## config.mk

```make
export PLATFORM = sky130hd
export DESIGN_NAME = scaler_sfft_decoder
export DESIGN_NICKNAME = d
export VERILOG_FILES = /design/src/rtl/scaler_sfft_decoder.sv
export SDC_FILE = /design/constraint.sdc
export NUM_CORES = 1
export LEC_CHECK = 0
export CORE_AREA = 5 5 166 168
export CTS_CLUSTER_DIAMETER = 50
export CTS_CLUSTER_SIZE = 14
export DETAILED_ROUTE_END_ITERATION = 7
export DIE_AREA = 0 0 171 173
export GPL_TIMING_DRIVEN = 0
export PLACE_DENSITY_LB_ADDON = 0.12
export SYNTH_ARGS = -nofsm -noshare
export SYNTH_HDL_FRONTEND = slang
export SYNTH_SLANG_ARGS = --single-unit
```

## constraint.sdc

```tcl
create_clock -name iClk -period 1.6 [get_ports iClk]
set_input_delay 0.32 -clock iClk [delete_from_list [all_inputs] [get_ports iClk]]
set_output_delay 0.32 -clock iClk [all_outputs]
set_load 0.01 [all_outputs]
```

## src/rtl/scaler_sfft_decoder.sv

```systemverilog
// ============================================================================
// Module      : scaler_sfft_decoder
// Description : Counts ones per lane on unary real/imag bitstreams over a
//               window of 2^BITWIDTH qualified samples and holds the result
//               until the downstream consumer accepts it.
// Revision    : 1.0 - initial release
// ============================================================================
`default_nettype none

module scaler_sfft_decoder #(
    parameter int BITWIDTH  = 8,
    parameter int NUMINPUTS = 8,
    parameter int CNTW      = BITWIDTH + 1
) (
    input  logic                      iClk,
    input  logic                      iRstN,
    input  logic                      iEn,
    input  logic                      iClr,
    input  logic                      iStart,
    input  logic [NUMINPUTS-1:0]      iReal,
    input  logic [NUMINPUTS-1:0]      iImg,
    input  logic                      iReady,
    output logic                      oBusy,
    output logic                      oValid,
    output logic [NUMINPUTS*CNTW-1:0] oRealCnt,
    output logic [NUMINPUTS*CNTW-1:0] oImgCnt
);

    typedef enum logic [1:0] {
        IDLE  = 2'd0,
        ACCUM = 2'd1,
        HOLD  = 2'd2
    } state_t;

    localparam logic [BITWIDTH-1:0] C_SMP_LAST = '1;

    state_t                             state_q,  state_d;
    logic [BITWIDTH-1:0]                smp_q,    smp_d;
    logic [NUMINPUTS-1:0][CNTW-1:0]     acc_re_q, acc_re_d;
    logic [NUMINPUTS-1:0][CNTW-1:0]     acc_im_q, acc_im_d;
    logic [NUMINPUTS-1:0][CNTW-1:0]     res_re_q, res_re_d;
    logic [NUMINPUTS-1:0][CNTW-1:0]     res_im_q, res_im_d;
    logic                               valid_q,  valid_d;

    // Running count including the current bit; this is also what gets
    // captured on the final sample so the last bit is never lost.
    logic [NUMINPUTS-1:0][CNTW-1:0]     sum_re;
    logic [NUMINPUTS-1:0][CNTW-1:0]     sum_im;

    always_comb begin
        for (int k = 0; k < NUMINPUTS; k++) begin
            sum_re[k] = acc_re_q[k] + CNTW'(iReal[k]);
            sum_im[k] = acc_im_q[k] + CNTW'(iImg[k]);
        end
    end

    always_comb begin
        state_d  = state_q;
        smp_d    = smp_q;
        acc_re_d = acc_re_q;
        acc_im_d = acc_im_q;
        res_re_d = res_re_q;
        res_im_d = res_im_q;
        valid_d  = valid_q;

        case (state_q)
            IDLE: begin
                if (iStart) begin
                    state_d  = ACCUM;
                    smp_d    = '0;
                    acc_re_d = '0;
                    acc_im_d = '0;
                end
            end
            ACCUM: begin
                if (iEn) begin
                    acc_re_d = sum_re;
                    acc_im_d = sum_im;
                    smp_d    = smp_q + BITWIDTH'(1);
                    if (smp_q == C_SMP_LAST) begin
                        res_re_d = sum_re;
                        res_im_d = sum_im;
                        valid_d  = 1'b1;
                        state_d  = HOLD;
                    end
                end
            end
            HOLD: begin
                if (valid_q && iReady) begin
                    valid_d = 1'b0;
                    if (iStart) begin
                        state_d  = ACCUM;
                        smp_d    = '0;
                        acc_re_d = '0;
                        acc_im_d = '0;
                    end else begin
                        state_d  = IDLE;
                    end
                end
            end
            default: state_d = IDLE;
        endcase

        // Soft clear overrides everything decided above.
        if (iClr) begin
            state_d  = IDLE;
            smp_d    = '0;
            acc_re_d = '0;
            acc_im_d = '0;
            res_re_d = '0;
            res_im_d = '0;
            valid_d  = 1'b0;
        end
    end

    always_ff @(posedge iClk) begin
        if (!iRstN) begin
            state_q  <= IDLE;
            smp_q    <= '0;
            acc_re_q <= '0;
            acc_im_q <= '0;
            res_re_q <= '0;
            res_im_q <= '0;
            valid_q  <= 1'b0;
        end else begin
            state_q  <= state_d;
            smp_q    <= smp_d;
            acc_re_q <= acc_re_d;
            acc_im_q <= acc_im_d;
            res_re_q <= res_re_d;
            res_im_q <= res_im_d;
            valid_q  <= valid_d;
        end
    end

    assign oBusy    = (state_q == ACCUM);
    assign oValid   = valid_q;
    assign oRealCnt = res_re_q;
    assign oImgCnt  = res_im_q;

endmodule

`default_nettype wire

```

# [Word level (Yosys, flattened, before mapping)]
# Cells that the tools add are included.
[op_classes] addsub=17 eq_ne=7 mux=22 bitwise=1 n_reduce_logical=9
[ops] op="$mux 72" count=6
[ops] op="$pmux 72 s3" count=2
[ops] op="$add 9x1->9" count=16
[ops] op="$mux 8" count=3
[ops] op="$pmux 8 s3" count=1
[ops] op="$add 8x1->8 const B" count=1
[ops] op="$eq 8x8->1 const B" count=1
[ops] op="$mux 2" count=4
[ops] op="$reduce_and 4->1" count=2
[ops] op="$ne 2x2->1 const B" count=3
[ops] op="$pmux 2 s3" count=1
[ops] op="$reduce_and 3->1" count=2
[ops] op="$mux 1" count=4
[ops] op="$reduce_bool 3->1" count=1
[ops] op="$eq 2x1->1 const B" count=1
[ops] op="$eq 2x2->1 const B" count=1
[ops] op="$logic_not 2->1" count=1
[ops] op="$ne 2x1->1 const B" count=1
[ops] op="$pmux 1 s2" count=1
[ops] op="$reduce_bool 2->1" count=1
[ops] op="$reduce_or 2->1" count=1
[ops] op="$logic_and 1x1->1" count=1
[ops] op="$not 1->1" count=1
[word_totals] register_bits=299 in_bits=22 out_inout_bits=146 word_cells=91

# [Logic depth before layout (Yosys ltp)]
# Gate-level depths: netlist of run 1.
[depth] ltp_word=4 ltp_mapped=8 depth_no_buf=6

# [Worst setup path after synthesis of run 1]
# No wires, ideal clock.
[synth_path] path_kind="reg-to-reg" from="register smp_q[0]" to="register res_re_q, in the netlist oRealCnt[45]" setup_ns=0.132 arrival_time_ns=1.444 required_time_ns=1.468 path_slack_ns=0.024 stages_incl_launch_ff=8 path_buffers=2 synth_period_minus_slack_ns=1.576 cell_sequence="dfxtp_1 > ha_1 > nand3_1 > or3_1 > clkbuf_1 > clkbuf_1 > nand2_1 > a21oi_1"
[synth_between] elab_chain_cells=2
[synth_lines] item="start, declared" line="38" rtl="logic [BITWIDTH-1:0] smp_q, smp_d;"
[synth_lines] item="start signal, assigned" line="127" rtl="smp_q <= smp_d;"
[synth_lines] item="$eq 8x8->1" line="80" rtl="if (smp_q == C_SMP_LAST) begin"
[synth_lines] item="$reduce_and 3->1 (no source line)"
[synth_lines] item="end signal, assigned" line="130" rtl="res_re_q <= res_re_d;"
[synth_lines] item="end, declared" line="41" rtl="logic [NUMINPUTS-1:0][CNTW-1:0] res_re_q, res_re_d;"
# No other way between the ends.
# A chain may end at the register's enable or synchronous reset.

# [Worst setup path in the final report of run 1]
[layout_path] from="register smp_q[2]" to="register res_re_q, in the netlist oRealCnt[42]"
# Same word-level chain as after synthesis.

==> impl_summary.txt, run 1 <==
----------------------------------------------------
[Status]
  Outcome ... finished, violations left
  Failing checks ... negative setup slack

[Placement]
  GPL Wtd Cong ... 0.880
  Placed Instance Area ... 14,700 um2
  Half-perimeter wire length of the detailed placement result ... around 28,000 um
  PortBufs ... 167

[Cells and area]
  Area taken by flip-flops and latches ... 6010 um2
  Fill count ... 1,818
  Synthesis-to-finish area growth ... 50.0%
  Multi-input gate area in the final layout ... 7600 um2
  Diodes inserted ... 0
  Fin nets ... 1,752
  Total non-filler cell area in the finished layout ... 19,000 um2
  Final core utilization ... 0.736
  Share of cells above drive strength 1 ... 0.296

[Timing]
  Number of pins exceeding their max-slew limit in the final report ... 0
  Achievable frequency ... ~540 MHz
  Clock Skew ... approximately 0.015 ns
  Number of hold violations in the final report ... 0
  Worst-margin pin slew ... 0.713 ns
  Period minus WS final ... ~1.8 ns
  Total negative setup slack ... -29.21 ns
  Final setup violating endpoints ... 224
  Slew margin rel. ... 0.525
  Final period utilization ... 1.15
  Final WS setup ... -0.242 ns
  Unrepaired setup endpoints after global routing ... true

[Setup path]
  Slowest cell on the critical path ... sky130_fd_sc_hd__dfxtp_2
  Crit path launch type ... flip-flop
  Cell breakdown of the critical path ... nand4_1 > buf_4 > nor3_4 > buf_12 > buf_8 > buf_6 > buf_12 > buf_8 > a21oi_1
  Arrival time of the worst setup path ... roughly 2.3 ns
  Largest fanout on the critical path ... 10
  Register-to-Register Path Depth ... 9
  Worst reg2reg setup slack ... -0.24 ns
  Worst Path Class, Setup ... flip-flop to flip-flop
  Data required, critical path ... 2.03 ns
  Delay of the slowest cell on the worst path ... 0.34 ns
  Beginning of the worst register-to-register path ... smp_q[2]$_SDFFE_PP0P_
  Capturing element type of the critical path ... flip-flop
  Capture point of the worst reg-to-reg path ... oRealCnt[42]$_SDFFE_PP0P_

[Synthesis]
  Synth Area in Compound Gates ... 0.217
  Synthesized instance count ... around 1.4k
  Most frequently used flop master after synthesis ... sky130_fd_sc_hd__dfxtp_1
  Flip-flop and latch count after synthesis ... about 300
  Synth unique cells ... between 40 and 50
  Post-synthesis async set-or-reset flop share ... 0
  Register area share after synthesis ... 0.473
  Synthesized Nets ... 1,490
  Post-synthesis instance area ... 12,600 um2
  Largest family of logic cells by synthesized area ... compound AO/OA/AOI/OAI gates
  EDFF count, synth ... 0
  Warning count from the yosys run ... 0
  Mux contribution to synthesized area ... 0.000792
  Post-Syn Area per Cell ... 8.82 um2
  XOR/XNOR Fraction of Synth Area ... 0.0783
  Post-Synth Adder-Cell Area ... 0.0346
  Area share of and/or/nand/nor cells after synthesis ... 0.156

[Power and ir drop]
  Seq pwr share ... 0.472
  Clock group share of total power ... 0.472
  Static Leakage ... between 7 and 8 nW
  Share of total power consumed by net switching ... 0.233
  Worst-case vdd ir drop ... 0.749 mV
  Pwr dens ... 833 nW/um2
  Switching pwr ... 3.68 mW
  Cell internal power dissipation ... 12.1 mW
  Relative contribution of combinational cells to total power ... 0.056

[GRT]
  Number of global-route vias before repair ... 11.9k
  Overall track demand over capacity in global routing ... 0.283
  Grt total ovfl ... 0
  Met1 global-route usage ... 0.385
  First-pass GRT wire length ... between 60,000 and 70,000 um
  Number of antenna violations at the first check in global routing ... 0
  Maximum number of pins on one net before global-route repair ... 15
  GRT met3 Usage ... 0.0473
  Most crowded layer after global routing ... met2
  Global routing met2 resource utilization ... 0.456

[Floorplanning]
  Placeable core region ... approximately 26,000 um2
  Number of primary I/O pins ... 168
  Width of the die ... roughly 170 um
  Effective utilization at floorplan ... 0.491
  Die H ... 173 um
  Total die area ... 29,600 um2
  Placement row count ... 59

[Clock tree]
  H-tree level count ... 1
  Insertion delay of the later-clocked pin in the worst-skew pair ... 0.56 ns
  Number of buffers on the longest clock path ... 3
  Clock sink count ... 299
  Clock tree root driver cell ... sky130_fd_sc_hd__clkbuf_16
  Number of CTS-inserted buffers ... 30
  Clock tree from TritonCTS ... yes
  Clock Pin Slew Worst Setup and Hold Paths ... 0.06 ns

[Run]
  Max-capacitance violation count ... 0

[Route]
  DRT antenna net count ... 0
  Vias after detailed routing ... 12.5k
  DR WL/cell ... 22.8 um
  DRT iter0 DRCs ... ~1.0k
  Post-route DRC ... 0
  Iteration count of the initial detailed-routing pass ... 6
  Number of vias per cell after detailed routing ... 6.13
  Final WL ... 46,600 um

[Hold path]
  Depth of the worst hold-timing path ... 2
  Class of the tightest hold or removal check ... flip-flop to flip-flop
  Worst hold path startpoint ... oRealCnt[9]$_SDFFE_PP0P_
  Worst Hold Path EP ... oRealCnt[9]$_SDFFE_PP0P_

----------------------------------------------------
[Yosys cell counts, drive strengths merged, types with 31 or more instances]
cell type | instances | share of area
o21ai | 119 | 0.047
xnor2 | 39 | 0.027
a31oi | 31 | 0.015
xor2 | 74 | 0.051
a211oi | 54 | 0.032
buf | 43 | 0.019
and3 | 36 | 0.018
o2bb2ai | 49 | 0.034
nand3 | 59 | 0.023
a21oi | 144 | 0.057
ha | 35 | 0.035
nor2 | 141 | 0.042
nor3 | 33 | 0.013
nand2 | 116 | 0.034
clkbuf | 68 | 0.020
dfxtp | 299 | 0.47
a22oi | 32 | 0.019
[metrics by stage]
stage	setup WS [ns]	power (mW)	cells	hold slack [ns]
CTS	-0.193	15.5	2039	0.433
finish	-0.242	15.8	2048	0.456
detailed placement	-1.51	8.13	1935	0.445
global route	-0.262	16.1	2048	0.474
floorplan	0.0238	7.87	1433	0.452
global placement	-1.45	8.13	1935	0.443
[power by group through the flow]
stage | registers (mW) | logic (mW) | clock network (mW)
floorplan | 7.62 | 0.258 | 0
global placement | 7.62 | 0.512 | 0
detailed placement | 7.62 | 0.518 | 0
CTS | 7.44 | 0.588 | 7.45
global route | 7.44 | 0.906 | 7.76
finish | 7.45 | 0.890 | 7.45
[worst max-delay path, delay by kind of cell (launching register included)]
family | cells | cell delay, ns
flops | 1 | 0.34
buf+inv | 6 | 0.90
compound gates | 1 | 0.08
simple gates | 2 | 0.39
[what timing repair did]
item | CTS | global route
hold buffers | 0 | 0
gates resized for setup | 415 | 427
pin swaps | 38 | 117
cloned | 20 | 12
setup buffers | 38 | 22
setup endpoints to repair | 444 | 325
[flip-flops by register name (all words and copies together) (netlist names)]
| signal | cells |
|---|---|
| state_q | 2 |
| acc_re_q | 72 |
| smp_q | 8 |
| oRealCnt | 72 |
| oValid | 1 |
| acc_im_q | 72 |
| oImgCnt | 72 |
[how the worst max path moves through the flow]
stage / startpoint / to / cells after the start
after floorplan: smp_q[0]$_SDFFE_PP0P_ / oRealCnt[45]$_SDFFE_PP0P_ / 7
after detailed placement: iClr / oImgCnt[28]$_SDFFE_PP0P_ / 6
after CTS: smp_q[0]$_SDFFE_PP0P_ / oRealCnt[71]$_SDFFE_PP0P_ / 10
after global routing: smp_q[2]$_SDFFE_PP0P_ / oRealCnt[42]$_SDFFE_PP0P_ / 9
final: smp_q[2]$_SDFFE_PP0P_ / oRealCnt[42]$_SDFFE_PP0P_ / 9
after global placement: iClr / oImgCnt[46]$_SDFFE_PP0P_ / 6
[layout by cell type (no fill, tap or decap), types with 40 or more instances in the layout]
master,netlist,routed
sky130_fd_sc_hd__dfxtp_1,299,290
sky130_fd_sc_hd__dlygate4sd2_1,0,120
sky130_fd_sc_hd__a21oi_1,144,107
sky130_fd_sc_hd__nand2_1,116,101
sky130_fd_sc_hd__nor2_1,140,95
sky130_fd_sc_hd__o21ai_0,119,84
sky130_fd_sc_hd__xor2_1,74,67
sky130_fd_sc_hd__nand3_1,59,55
sky130_fd_sc_hd__a211oi_2,0,46
sky130_fd_sc_hd__clkbuf_16,0,46
sky130_fd_sc_hd__buf_12,0,40
[cell families (layout without fill, tap and decap cells)]
group / Yosys count / count (layout)
AOI/OAI and AO/OA: 446 / 446
xor gates and xnor gates: 113 / 113
adders and majority gates: 35 / 35
buffers and inverters: 112 / 392
DFF: 299 / 299
muxes: 1 / 1
and+or+nand+nor: 427 / 427
[metal layers]
layer / part of all wire / routed length, um
met5: 0 / 0
met2: 0.47 / 22000
met3: 0.085 / 3960
met1: 0.40 / 18800
met4: 0.039 / 1830
[cell type report]
type                    count  area share
clock buffers              35      0.0433
inverters                   1    0.000198
repair buffers            246       0.154
multi-input cells        1022       0.401
clock inverters            15      0.0106
plain buffers              95      0.0521
well taps                 335      0.0221
flip-flops and latches    299       0.317
Note: power is estimated with default switching activity, not from simulation.
==> run 2: changes to the inputs <==
CTS_CLUSTER_DIAMETER = 80   (was 50)
==> run 2 against run 1 <==
Global-route usage rose by 0.10 points; the flow still finishes with violations (negative setup slack); via count fell by 0.26%; total power fell by 12%; clock skew rose by 0.0023 ns; routed wire length barely moved; setup slack improved by 0.070 ns; clock-buffer cell count fell by 10; final cell count fell by 0.83%; register-to-register slack improved by 0.07 ns; sequential cell count did not move; critical path depth did not move.
==> impl_summary.txt, run 2 (synthesis results as in run 1) <==
----------------------------------------------------
[Status]
  Outcome ... finished, violations left
  Failing checks ... negative setup slack

[Setup path]
  Data required, critical path ... 2.07 ns (+0.04 ns)
  Capture point of the worst reg-to-reg path ... oImgCnt[68]$_SDFFE_PP0P_
  Register-to-Register Path Depth ... 9 (unchanged)
  Crit path launch type ... flip-flop
  Worst reg2reg setup slack ... -0.17 ns (+0.07 ns)
  Arrival time of the worst setup path ... 2.24 ns (-0.03 ns)
  Largest fanout on the critical path ... 5 (-5)
  Beginning of the worst register-to-register path ... smp_q[3]$_SDFFE_PP0P_
  Worst Path Class, Setup ... flip-flop to flip-flop
  Capturing element type of the critical path ... flip-flop

[Floorplanning]
  Placeable core region ... 25,800 um2 (unchanged)
  Effective utilization at floorplan ... 0.491 (unchanged)
  Die H ... 173 um (unchanged)
  Total die area ... 29,600 um2 (unchanged)
  Placement row count ... 59 (unchanged)
  Width of the die ... 171 um (unchanged)
  Number of primary I/O pins ... 168 (unchanged)

[Cells and area]
  Fill count ... 1,853 (+1.9%)
  Top library cells by usage in the layout, fill and taps aside ... sky130_fd_sc_hd__dfxtp_1 (290), sky130_fd_sc_hd__dlygate4sd2_1 (145), sky130_fd_sc_hd__nor2_1 (95)
  Final core utilization ... 0.734 (-0.00228)
  Fin nets ... 1,754 (+0.11%)
  Most common cell after layout, fill and taps aside ... sky130_fd_sc_hd__dfxtp_1
  Synthesis-to-finish area growth ... 49.5%
  Share of cells above drive strength 1 ... 0.317 (+0.0207)
  Cell Count, Final, Fillers Out ... 2,031 (-0.83%)
  Diodes inserted ... 0 (unchanged)

[GRT]
  Maximum number of pins on one net before global-route repair ... 15 (unchanged)
  Grt total ovfl ... 0 (unchanged)
  First-pass GRT wire length ... 67,100 um (+0.19%)
  Number of global-route vias before repair ... 11.9k (+0.56%)
  Overall track demand over capacity in global routing ... 0.284 (+0.00100)
  Number of antenna violations at the first check in global routing ... 1 (+1)

[Timing]
  Slew margin rel. ... 0.549 (+0.0241)
  Final period utilization ... 1.11 (-0.0439)
  Minimum hold slack ... 0.359 ns (-0.0962 ns)
  Number of hold violations in the final report ... 0 (unchanged)
  Period minus WS final ... 1.77 ns (-0.0702 ns)
  Achievable frequency ... 564 MHz (+4.0%)
  Clock Skew ... 0.0171 ns (+0.00231 ns)
  Unrepaired setup endpoints after global routing ... true
  Number of pins exceeding their max-slew limit in the final report ... 0 (unchanged)
  Final setup violating endpoints ... 203 (-9.4%)
  Final WS setup ... -0.172 ns (+0.0702 ns)
  Worst-margin pin slew ... 0.677 ns (-0.0361 ns)

[Hold path]
  Depth of the worst hold-timing path ... 4 (+2)
  Class of the tightest hold or removal check ... input port to flip-flop
  Worst hold path startpoint ... iEn
  Worst Hold Path EP ... state_q[0]$_SDFFE_PP0P_

[Clock tree]
  Clock sink count ... 299 (unchanged)
  Clock Pin Slew Worst Setup and Hold Paths ... 0.07 ns (about the same)
  Hold bufs inserted after CTS ... 0 (unchanged)
  Clock tree from TritonCTS ... yes
  H-tree level count ... 1 (unchanged)
  Number of buffers on the longest clock path ... 3 (unchanged)
  Clock tree root driver cell ... sky130_fd_sc_hd__clkbuf_16
  Insertion delay of the later-clocked pin in the worst-skew pair ... 0.54 ns (-0.02 ns)
  Number of CTS-inserted buffers ... 25 (-17%)

[Power and ir drop]
  Share of total power consumed by net switching ... 0.236 (+0.00261)
  Switching pwr ... 3.26 mW (-11%)
  Seq pwr share ... 0.538 (+0.066)
  Clock group share of total power ... 0.396 (-0.076)
  Worst-case vdd ir drop ... 0.623 mV (-17%)
  Relative contribution of combinational cells to total power ... 0.066 (+0.010)
  Pwr dens ... 732 nW/um2 (-12%)
  Cell internal power dissipation ... 10.6 mW (-13%)
  Static Leakage ... 7.25 nW (-4.0%)

[Route]
  Iteration count of the initial detailed-routing pass ... 5 (-1)
  Vias after detailed routing ... 12.5k (-0.26%)
  Post-route DRC ... 0 (unchanged)
  DR WL/cell ... 22.9 um (+0.83%)
  DRT iter0 DRCs ... 1,068 (+2.3%)
  Number of vias per cell after detailed routing ... 6.16 (+0.57%)
  Final WL ... 46,600 um (about the same)
  DRT antenna net count ... 0 (unchanged)

[Placement]
  PortBufs ... 167 (unchanged)
  GPL Wtd Cong ... 0.880 (unchanged)
  Half-perimeter wire length of the detailed placement result ... 27,600 um (unchanged)
  Worst slack at placement ... -1.51 ns (unchanged)
  # placed instances ... 1,935 (unchanged)

[Run]
  Max-capacitance violation count ... 0 (unchanged)

----------------------------------------------------
## run 2: cell count changes in the layout (fill, tap and decap cells not counted), moves of 17 or more
cell / previous run / this run
sky130_fd_sc_hd__o2bb2ai_1: 28 / 45
sky130_fd_sc_hd__a21oi_1: 107 / 65
sky130_fd_sc_hd__dlymetal6s2s_1: 22 / 1
sky130_fd_sc_hd__o2bb2ai_2: 21 / 4
sky130_fd_sc_hd__a21oi_2: 36 / 74
sky130_fd_sc_hd__dlygate4sd2_1: 120 / 145
## run 2: per-stage QoR
step           TNS, ns  power, mW  cell area, um2
5_1_grt         -30.91       14.2           18900
3_3_place_gp   -310.00       8.13           14700
4_1_cts         -13.43       13.6           17600
3_5_place_dp   -317.50       8.13           14700
6_report        -15.39       13.8           18900
2_1_floorplan        0       7.87           12600
## run 2: cell type report
class	instances	area, um2	share of cell area
multi-input cells	1022	7880	0.417
flip-flops and latches	299	6010	0.318
repair buffers	249	2940	0.156
plain buffers	99	1010	0.0537
clock buffers	25	626	0.0331
well taps	335	419	0.0222
clock inverters	1	11.3	0.000596
inverters	1	3.75	0.000199
## run 2: timing repair
| item | 4_1_cts | 5_1_grt |
|---|---|---|
| cloned | 25 | 10 |
| pin swaps | 48 | 117 |
| buffers inserted | 45 | 14 |
| gates resized for setup | 544 | 349 |
| setup endpoints to repair | 444 | 291 |
| hold endpoints to repair | 0 | 0 |
## run 2: how the worst max path moves through the flow
stage                                       start                         to  slack [ns]  cells past startpoint
after global routing        smp_q[3]$_SDFFE_PP0P_  oRealCnt[15]$_SDFFE_PP0P_       -0.28                      9
after global placement                       iClr   oImgCnt[46]$_SDFFE_PP0P_       -1.45                      6
after CTS                 state_q[1]$_SDFFE_PP0P_  oRealCnt[31]$_SDFFE_PP0P_       -0.17                      9
after floorplan             smp_q[0]$_SDFFE_PP0P_  oRealCnt[45]$_SDFFE_PP0P_        0.02                      7
final                       smp_q[3]$_SDFFE_PP0P_   oImgCnt[68]$_SDFFE_PP0P_       -0.17                      9
after detailed placement                     iClr   oImgCnt[28]$_SDFFE_PP0P_       -1.51                      6
## run 2: power by group through the flow
stage	Sequential, mW	Clock, mW	Combinational [mW]
floorplan	7.62	0	0.258
global placement	7.62	0	0.512
detailed placement	7.62	0	0.518
CTS	7.44	5.47	0.687
global route	7.44	5.78	0.938
finish	7.44	5.47	0.920
## run 2: per-layer routing
layer	GRT usage	part of all wire	vias up
met2	0.467	0.47	622
li1	-	-	5641
met3	0.0493	0.090	147
met4	0.0914	0.042	0
met1	0.381	0.40	6101
met5	0	0	-
## run 2: critical path, cell delays in order, from the launching register on
cell and delay, ns:
sky130_fd_sc_hd__dfxtp_2 0.34, sky130_fd_sc_hd__nand4_1 0.22, sky130_fd_sc_hd__nor3_4 0.28, sky130_fd_sc_hd__buf_12 0.16, sky130_fd_sc_hd__buf_12 0.12, sky130_fd_sc_hd__buf_12 0.11
sky130_fd_sc_hd__buf_8 0.12, sky130_fd_sc_hd__clkbuf_8 0.15, sky130_fd_sc_hd__o21ai_1 0.07, sky130_fd_sc_hd__a21oi_2 0.12
==> run 3: changes to the inputs <==
CORE_AREA = 5 5 197 199   (was 5 5 166 168)
DIE_AREA = 0 0 202 204   (was 0 0 171 173)
SLEW_MARGIN = 40   (was unset)
==> run 3 against run 2 <==
The run still ends with negative setup slack left; routed wire length rose by 4.2%; critical path depth unchanged; first-iteration DRC count is 34% lower; final cell count rose by 6.6%; via count is 5.3% lower; core utilization fell by 22 points; register-to-register slack improved by 0.04 ns; clock skew up 0.0035 ns; hold slack worse by 0.035 ns; sequential power about the same; cell area increased by 0.45%; critical endpoint is now oImgCnt[1]$_SDFFE_PP0P_; largest power group unchanged.
==> impl_summary.txt, run 3 (synthesis results as in run 1) <==
----------------------------------------------------
[Route]
  DRT antenna net count ... 0 (unchanged)
  Iteration count of the initial detailed-routing pass ... 5 (unchanged)
  Final WL ... 48,600 um (+4.2%)
  DRT iter0 DRCs ... 705 (-34%)
  Vias after detailed routing ... 11.8k (-5.3%)
  Number of vias per cell after detailed routing ... 5.47 (-11%)
  Post-route DRC ... 0 (unchanged)
  DR WL/cell ... 22.4 um (-2.2%)

[GRT]
  Maximum number of pins on one net before global-route repair ... 15 (unchanged)
  First-pass GRT wire length ... 70,300 um (+4.7%)
  Overall track demand over capacity in global routing ... 0.219 (-0.0655)
  Number of antenna violations at the first check in global routing ... 0 (-1)
  Number of global-route vias before repair ... 11.4k (-4.3%)
  Grt total ovfl ... 0 (unchanged)

[Timing]
  Period minus WS final ... 1.74 ns (-0.0357 ns)
  Slew margin rel. ... 0.686 (+0.137)
  Worst-margin pin slew ... 0.472 ns (-0.206 ns)
  Achievable frequency ... 576 MHz (+2.1%)
  Total negative setup slack ... -9.53 ns (+5.86 ns)
  Unrepaired setup endpoints after global routing ... true
  Clock Skew ... 0.0206 ns (+0.00352 ns)
  Minimum hold slack ... 0.325 ns (-0.0345 ns)
  Final period utilization ... 1.09 (-0.0223)
  Number of pins exceeding their max-slew limit in the final report ... 0 (unchanged)
  Final setup violating endpoints ... 182 (-10%)
  Final WS setup ... -0.136 ns (+0.0357 ns)
  Number of hold violations in the final report ... 0 (unchanged)

[Cells and area]
  Total non-filler cell area in the finished layout ... 19,000 um2 (+0.45%)
  Synthesis-to-finish area growth ... 50.2%
  Share of cells above drive strength 1 ... 0.313 (-0.00379)
  Multi-input gate area in the final layout ... 7830 um2 (-0.60%)
  Most common cell after layout, fill and taps aside ... sky130_fd_sc_hd__dfxtp_1
  Top library cells by usage in the layout, fill and taps aside ... sky130_fd_sc_hd__dfxtp_1 (290), sky130_fd_sc_hd__dlygate4sd2_1 (145), sky130_fd_sc_hd__nor2_1 (88)
  Area taken by flip-flops and latches ... 6000 um2 (about the same)
  Cell Count, Final, Fillers Out ... 2,165 (+6.6%)
  Final core utilization ... 0.512 (-0.221)
  Fill count ... 3,413 (+84%)
  Diodes inserted ... 0 (unchanged)
  Fin nets ... 1,747 (-0.40%)

[Hold path]
  Depth of the worst hold-timing path ... 4 (unchanged)
  Class of the tightest hold or removal check ... input port to flip-flop
  Worst Hold Path EP ... state_q[0]$_SDFFE_PP0P_
  Worst hold path startpoint ... iEn

[Placement]
  GPL Wtd Cong ... 0.849 (-3.5%)
  Half-perimeter wire length of the detailed placement result ... 31,000 um (+12%)
  Placed Instance Area ... 14,900 um2 (+1.2%)
  # placed instances ... 2,074 (+7.2%)
  PortBufs ... 167 (unchanged)

[Setup path]
  Slowest cell on the critical path ... sky130_fd_sc_hd__dfxtp_2
  Data required, critical path ... 2.07 ns (about the same)
  Delay of the slowest cell on the worst path ... 0.35 ns (about the same)
  Crit path launch type ... flip-flop
  Register-to-Register Path Depth ... 9 (unchanged)
  Largest fanout on the critical path ... 7 (+2)
  Capture point of the worst reg-to-reg path ... oImgCnt[1]$_SDFFE_PP0P_
  Arrival time of the worst setup path ... 2.21 ns (-0.03 ns)
  Launching instance or port of the critical path ... smp_q[4]$_SDFFE_PP0P_
  Cell breakdown of the critical path ... nand4_1 > buf_6 > nor3_4 > buf_12 > buf_6 > buf_12 > clkbuf_16 > nand2_1 > a21oi_1
  Worst reg2reg setup slack ... -0.14 ns (+0.04 ns)
  Beginning of the worst register-to-register path ... smp_q[4]$_SDFFE_PP0P_
  Combined buffer and inverter count along the critical path ... 5 (unchanged)
  Capturing element type of the critical path ... flip-flop
  Kind of cell adding the most delay to the critical path ... buffers and inverters
  Worst Path Class, Setup ... flip-flop to flip-flop

[Clock tree]
  Clock tree from TritonCTS ... yes
  Hold bufs inserted after CTS ... 0 (unchanged)
  H-tree level count ... 1 (unchanged)
  Clock sink count ... 299 (unchanged)
  Number of CTS-inserted buffers ... 25 (unchanged)
  Clock tree root driver cell ... sky130_fd_sc_hd__clkbuf_16
  Clock Pin Slew Worst Setup and Hold Paths ... 0.06 ns (about the same)
  Number of buffers on the longest clock path ... 3 (unchanged)
  Insertion delay of the later-clocked pin in the worst-skew pair ... 0.55 ns (about the same)

[Floorplanning]
  Placeable core region ... 37,000 um2 (+44%)
  Number of primary I/O pins ... 168 (unchanged)
  Effective utilization at floorplan ... 0.341 (-0.149)
  Die H ... 204 um (+18%)
  Width of the die ... 202 um (+18%)
  Placement row count ... 71 (+20%)
  Total die area ... 41,200 um2 (+39%)

[Power and ir drop]
  Static Leakage ... 7.07 nW (-2.4%)
  Pwr dens ... 731 nW/um2 (-0.16%)
  Worst-case vdd ir drop ... 0.797 mV (+28%)

[Status]
  Failing checks ... negative setup slack
  Outcome ... finished, violations left

[Run]
  Max-capacitance violation count ... 0 (unchanged)

----------------------------------------------------
[run 3: changes by cell type in the layout (fill, tap and decap cells not counted), moves of 8 or more]
cell / previous run / this run
sky130_fd_sc_hd__a211oi_2: 49 / 38
sky130_fd_sc_hd__a211oi_1: 5 / 16
sky130_fd_sc_hd__buf_6: 12 / 23
sky130_fd_sc_hd__nor3_1: 19 / 7
sky130_fd_sc_hd__a21oi_2: 74 / 58
sky130_fd_sc_hd__nor2_2: 17 / 25
sky130_fd_sc_hd__nand2_1: 91 / 77
sky130_fd_sc_hd__clkbuf_16: 36 / 45
sky130_fd_sc_hd__nor3_2: 13 / 25
sky130_fd_sc_hd__a21oi_1: 65 / 86
sky130_fd_sc_hd__nand2_4: 19 / 28
sky130_fd_sc_hd__buf_12: 45 / 29
[run 3: area by class of cell]
cell class	instances	area share
Multi-Input combinational cell	1022	0.412
Sequential cell	299	0.316
Timing Repair Buffer	241	0.146
Buffer	100	0.0597
Clock buffer	26	0.0332
Tap cell	474	0.0312
Clock inverter	2	0.000659
Inverter	1	0.000198
[run 3: metrics by stage]
step	power, mW	setup WS, ns
global route	14.3	-0.207
CTS	13.8	-0.159
global placement	8.16	-1.53
floorplan	7.87	0.0238
detailed placement	8.16	-1.61
finish	13.9	-0.136
[run 3: how the worst max path moves through the flow]
stage                                      endpoint  slack [ns]  cells after the start
final                       oImgCnt[1]$_SDFFE_PP0P_       -0.14                      9
after CTS                  oImgCnt[55]$_SDFFE_PP0P_       -0.16                     10
after global routing       oImgCnt[44]$_SDFFE_PP0P_       -0.21                      9
after global placement     oImgCnt[46]$_SDFFE_PP0P_       -1.53                      6
after floorplan           oRealCnt[45]$_SDFFE_PP0P_        0.02                      7
after detailed placement  acc_re_q[29]$_SDFFE_PP0P_       -1.61                      6
[run 3: what timing repair did]
item,4_1_cts,5_1_grt
resized for setup,529,378
buffers inserted,34,14
endpoints found under the setup margin,445,292
cloned,22,13
pin swaps,62,125
[run 3: per-layer routing]
metal / part of all wire / routed length, um / global-route usage / vias up
met5: 0 / 0 / 0 / -
met4: 0.019 / 912 / 0.0513 / 0
met3: 0.050 / 2410 / 0.0279 / 42
met2: 0.48 / 23100 / 0.363 / 309
met1: 0.46 / 22100 / 0.305 / 5858
li1: - / - / - / 5639
[run 3: report_power, final]
group | internal, mW | total [mW] | switching [mW]
Combinational | 0.339 | 0.879 | 0.539
Clock | 2.77 | 5.56 | 2.78
Sequential | 7.44 | 7.44 | 0.00421
Total | 10.5 | 13.9 | 3.33
[run 3: worst min-delay path, delay by kind of cell]
kind,cells,cell delay (ns)
simple gates,3,0.28
buf+inv,1,0.21
